===== config.mk =====
export PLATFORM = sky130hd
export DESIGN_NAME = fp8_alu_core
export DESIGN_NICKNAME = d
export VERILOG_FILES = /design/src/rtl/fp8_alu_core.sv
export SDC_FILE = /design/constraint.sdc
export NUM_CORES = 1
export LEC_CHECK = 0
export CAP_MARGIN = 20
export CELL_PAD_IN_SITES_DETAIL_PLACEMENT = 1
export CELL_PAD_IN_SITES_GLOBAL_PLACEMENT = 1
export CORE_ASPECT_RATIO = 1.4
export CORE_UTILIZATION = 40
export CTS_CLUSTER_DIAMETER = 200
export DETAILED_ROUTE_END_ITERATION = 10
export PLACE_DENSITY = 0.73
export SLEW_MARGIN = 20
export SYNTH_ARGS = -nofsm -noshare
export SYNTH_HDL_FRONTEND = slang
export SYNTH_SLANG_ARGS = --single-unit

===== constraint.sdc =====
create_clock -name clk -period 43.1 [get_ports clk]
set_input_delay 8.62 -clock clk [delete_from_list [all_inputs] [get_ports clk]]
set_output_delay 8.62 -clock clk [all_outputs]
set_load 0.005 [all_outputs]

===== src/rtl/fp8_alu_core.sv =====
// FP8 (1/3/4, bias 3, no subnormals) add/sub/mul/div unit.
// One registered result per cycle with overflow/underflow/zero/invalid flags.
module fp8_alu_core (
    input  logic       clk,
    input  logic       rst_n,
    input  logic [7:0] a,
    input  logic [7:0] b,
    input  logic [2:0] op,
    output logic [7:0] result,
    output logic       overflow,
    output logic       underflow,
    output logic       zero_flag,
    output logic       invalid_op
);

    logic        a_nz, b_nz, sb_eff, div_zero;
    logic [4:0]  ma, mb, mb_div;
    logic [13:0] ia, ib;
    logic [9:0]  prod;
    logic [12:0] quot;
    logic [13:0] n;
    logic [6:0]  x;
    logic        sgn;
    logic [17:0] ext;
    logic [3:0]  p;
    logic [4:0]  top;
    logic        carry;
    logic [3:0]  fr;
    logic [6:0]  eb;
    logic [7:0]  result_d, result_q;
    logic        overflow_d, overflow_q;
    logic        underflow_d, underflow_q;
    logic        invalid_d, invalid_q;

    // Operand decode: zero codes get a zero significand so they vanish in the math.
    always_comb begin
        a_nz     = |a[6:0];
        b_nz     = |b[6:0];
        ma       = a_nz ? {1'b1, a[3:0]} : 5'd0;
        mb       = b_nz ? {1'b1, b[3:0]} : 5'd0;
        mb_div   = b_nz ? mb : 5'd1;
        ia       = {9'd0, ma} << a[6:4];
        ib       = {9'd0, mb} << b[6:4];
        prod     = {5'd0, ma} * {5'd0, mb};
        quot     = {ma, 8'd0} / {8'd0, mb_div};
        sb_eff   = b[7] ^ (op == 3'b001);
        div_zero = (op == 3'b011) && !b_nz;
    end

    // Exact magnitude n with value = n * 2^x and its sign, per operation.
    always_comb begin
        n   = '0;
        x   = '0;
        sgn = 1'b0;
        case (op)
            3'b000, 3'b001: begin
                x = -7'sd7;
                if (a[7] == sb_eff) begin
                    n   = ia + ib;
                    sgn = a[7];
                end else if (ia >= ib) begin
                    n   = ia - ib;
                    sgn = a[7];
                end else begin
                    n   = ib - ia;
                    sgn = sb_eff;
                end
            end
            3'b010: begin
                n   = {4'd0, prod};
                x   = {4'd0, a[6:4]} + {4'd0, b[6:4]} - 7'd14;
                sgn = a[7] ^ b[7];
            end
            3'b011: begin
                n   = {1'b0, quot};
                x   = {4'd0, a[6:4]} - {4'd0, b[6:4]} - 7'd8;
                sgn = a[7] ^ b[7];
            end
            default: ;
        endcase
    end

    // Normalise to 1.ffff, round half away from zero (only the round bit matters).
    always_comb begin
        ext = {n[12:0], 5'd0};
        p   = '0;
        top = '0;
        for (int i = 0; i < 14; i++) begin
            if (n[i]) begin
                p   = 4'(i);
                top = ext[i +: 5];
            end
        end
        {carry, fr} = {1'b0, top[4:1]} + {4'd0, top[0]};
        eb = {3'd0, p} + x + 7'd3 + {6'd0, carry};
    end

    // Range checks and special cases select the final code and flags.
    always_comb begin
        result_d    = 8'h00;
        overflow_d  = 1'b0;
        underflow_d = 1'b0;
        invalid_d   = 1'b0;
        if (op[2] || div_zero) begin
            invalid_d = 1'b1;
        end else if (n == '0) begin
            result_d = 8'h00;
        end else if (!eb[6] && (eb[5:3] != 3'd0)) begin
            result_d   = {sgn, 7'h7F};
            overflow_d = 1'b1;
        end else if (eb[6] || (eb == 7'd0 && fr == 4'd0)) begin
            underflow_d = 1'b1;
        end else begin
            result_d = {sgn, eb[2:0], fr};
        end
    end

    // Output register with synchronous active-low reset.
    always_ff @(posedge clk) begin
        if (!rst_n) begin
            result_q    <= 8'h00;
            overflow_q  <= 1'b0;
            underflow_q <= 1'b0;
            invalid_q   <= 1'b0;
        end else begin
            result_q    <= result_d;
            overflow_q  <= overflow_d;
            underflow_q <= underflow_d;
            invalid_q   <= invalid_d;
        end
    end

    assign result     = result_q;
    assign overflow   = overflow_q;
    assign underflow  = underflow_q;
    assign invalid_op = invalid_q;
    assign zero_flag  = (result_q == 8'h00);

endmodule


==> impl_metrics.ini <==
[outcome]
status = finished, final reports clean

[placement]
place_congestion = 0.912
place_ws_ns = 6.83
io_buffers = 32
hpwl_um = 26400

[synth]
synth_edf_count = 0
synth_top_area_share = 0.172
netlist_area_um2 = 8940
synthTopCellsByCount = nor2_1 (156), nand2_1 (136), ha_1 (123)
async_flop_share = 0
synth.distinct_cells = 107
ys_dominant_reg_cell = dfxtp_1
synth_top_area_cell = ha_1
syn_nets = 1476
avgSynthCellArea_um2 = 6.80
yosys_warnings = 0
synth_area_leaders = ha_1 (17%), nor2_1 (6.5%), a21oi_1 (6.1%), nand2_1 (5.7%), inv_1 (4.4%)
synthMostInstantiatedCell = nor2_1
syn_inst = 1316
ys_seq_area_frac = 0.0246
ys_ff_latch = 11

[global_routing]
overflow = 0
antenna_found_initial = 0
grt_pass1_wl_um = 52000
grt_max_degree = 28
grt_usage = 0.281
grt_pass1_vias = 10300

[clock_tree]
cts_sinks = 11
ctsHtreeMaxLevel = 1
post_cts_buffers = 0
cts_resized = 0
cts_buffer_depth = 2
cts-root-buf = clkbuf_16
path_clk_slew_ns = 0.04
cts_tree = yes
ctsHoldBuffers = 0
cts_buffers = 3

[routing]
wl_per_cell_um = 19.8
wirelength_um = 31900
drtIter0Drc = 389
dr_wl_met3_um = 587
viasPerCell = 6.11
met2_wirelength_um = 17000
dr_total_vias = 9823
drc = 0
topRoutingLayerUsed = met4
wl_met1_um = 13100
drt_first_pass_iters = 5
final_antenna_net_count = 0

[die]
die_height_um = 179
start_util = 0.409
rows = 64
dieArea_um2 = 23000
pin_count = 33
core-area_um2 = 21900
dieWidth_um = 128

[setup_path]
setup.worst_path.end_class = flop
crit_top_cell = ha_1
worst_ep_required_time_ns = 43.19
startpoint_type = input pin
worstSetupPathType = input pin to flop
cpPeakStageDelay_ns = 0.77
slowest_stage = nor4_4
critical_path_arrival_ns = 36.44
crit_fanout = 17

[timing]
rsz0062_at_grt = no
setup_slack_ns = 6.75
post-route-period-util = 0.843
fmax_ghz = 0.0275
slew_headroom = 0.348
tns_ns = 0
period_needed_ns = 36.35
worst_slew_pin_slew_ns = 0.973
drv_slew = 0
whs_ns = 8.98
setup_viol = 0
hold_viol_final = 0

[final_layout]
fin_nets = 1473
final_util = 0.439
diodes = 0
layout-drive-gt1-share = 0.0701
area_growth_pct = 7.29

[worst_hold_path]
min_path_type = input pin to flop
hold_depth = 2

[job]
max_cap_violations = 0
## kinds of logic (layout without fill, tap and decap cells)
logic type      Yosys count  after routing  synth area share
simple gates            490            490             0.268
xor+xnor                 52             52            0.0518
flops                    11             11            0.0246
mux                      31             31            0.0374
fa+ha+maj               139            139             0.208
compound gates          438            438             0.344
buf+inv                 155            151            0.0670
## layout make-up
| type | instances | area, um2 |
|---|---|---|
| fillers | 2907 | 12300 |
| well taps | 297 | 372 |
| repair buffers | 41 | 388 |
| clock buffers | 4 | 78.8 |
| inverters | 106 | 398 |
| multi-input cells | 1150 | 8140 |
| flip-flops and latches | 11 | 220 |
## critical path: cells and delay by family
family,cells,cell delay [ns]
AOI/OAI and AO/OA,52,11.12
and+or+nand+nor,45,9.30
adders and majority gates,18,5.32
buffers and inverters,5,1.06
muxes,3,0.77
xor gates and xnor gates,1,0.17
## sequential cells by signal (all words and copies together) (netlist names)
name / count
invalid_op: 1
overflow: 1
underflow: 1
result: 8
## final timing paths
kind,endpoint,startpoint
worst max-delay path,result[7],b[4]
worst min-delay path,invalid_op,rst_n
## stage by stage
step                instance area, um2  cells
floorplan                         8940   1316
global placement                  9510   1605
detailed placement                9510   1605
CTS                               9590   1609
global route                      9600   1609
finish                            9600   1609
## cell usage in the layout (no fill, tap or decap), types with 11 or more instances in the layout
cell type / instances
nor2_1: 156
nand2_1: 136
ha_1: 123
a21oi_1: 109
inv_1: 104
o21ai_0: 76
nor3_1: 35
a21o_1: 34
clkdlybuf4s50_1: 32
xnor2_1: 31
nand2b_1: 26
a31oi_1: 25
xor2_1: 20
or3_1: 18
a211oi_1: 18
mux2i_1: 18
o21bai_1: 17
nand3_1: 16
nor2b_1: 16
fa_1: 16
o21a_1: 15
o211ai_1: 13
nand4_1: 13
and2_1: 13
o31ai_1: 12
and3_1: 11
dfxtp_1: 11
## per-layer routing
layer / up-vias / global-route usage
li1: 4768 / -
met1: 4809 / 0.302
met2: 170 / 0.562
met3: 76 / 0.0140
met4: 0 / 0.113
met5: - / 0
Power is left out: the tool's default activity adds up to more than one toggle a clock period on the data nets, which glitch-free logic cannot reach.
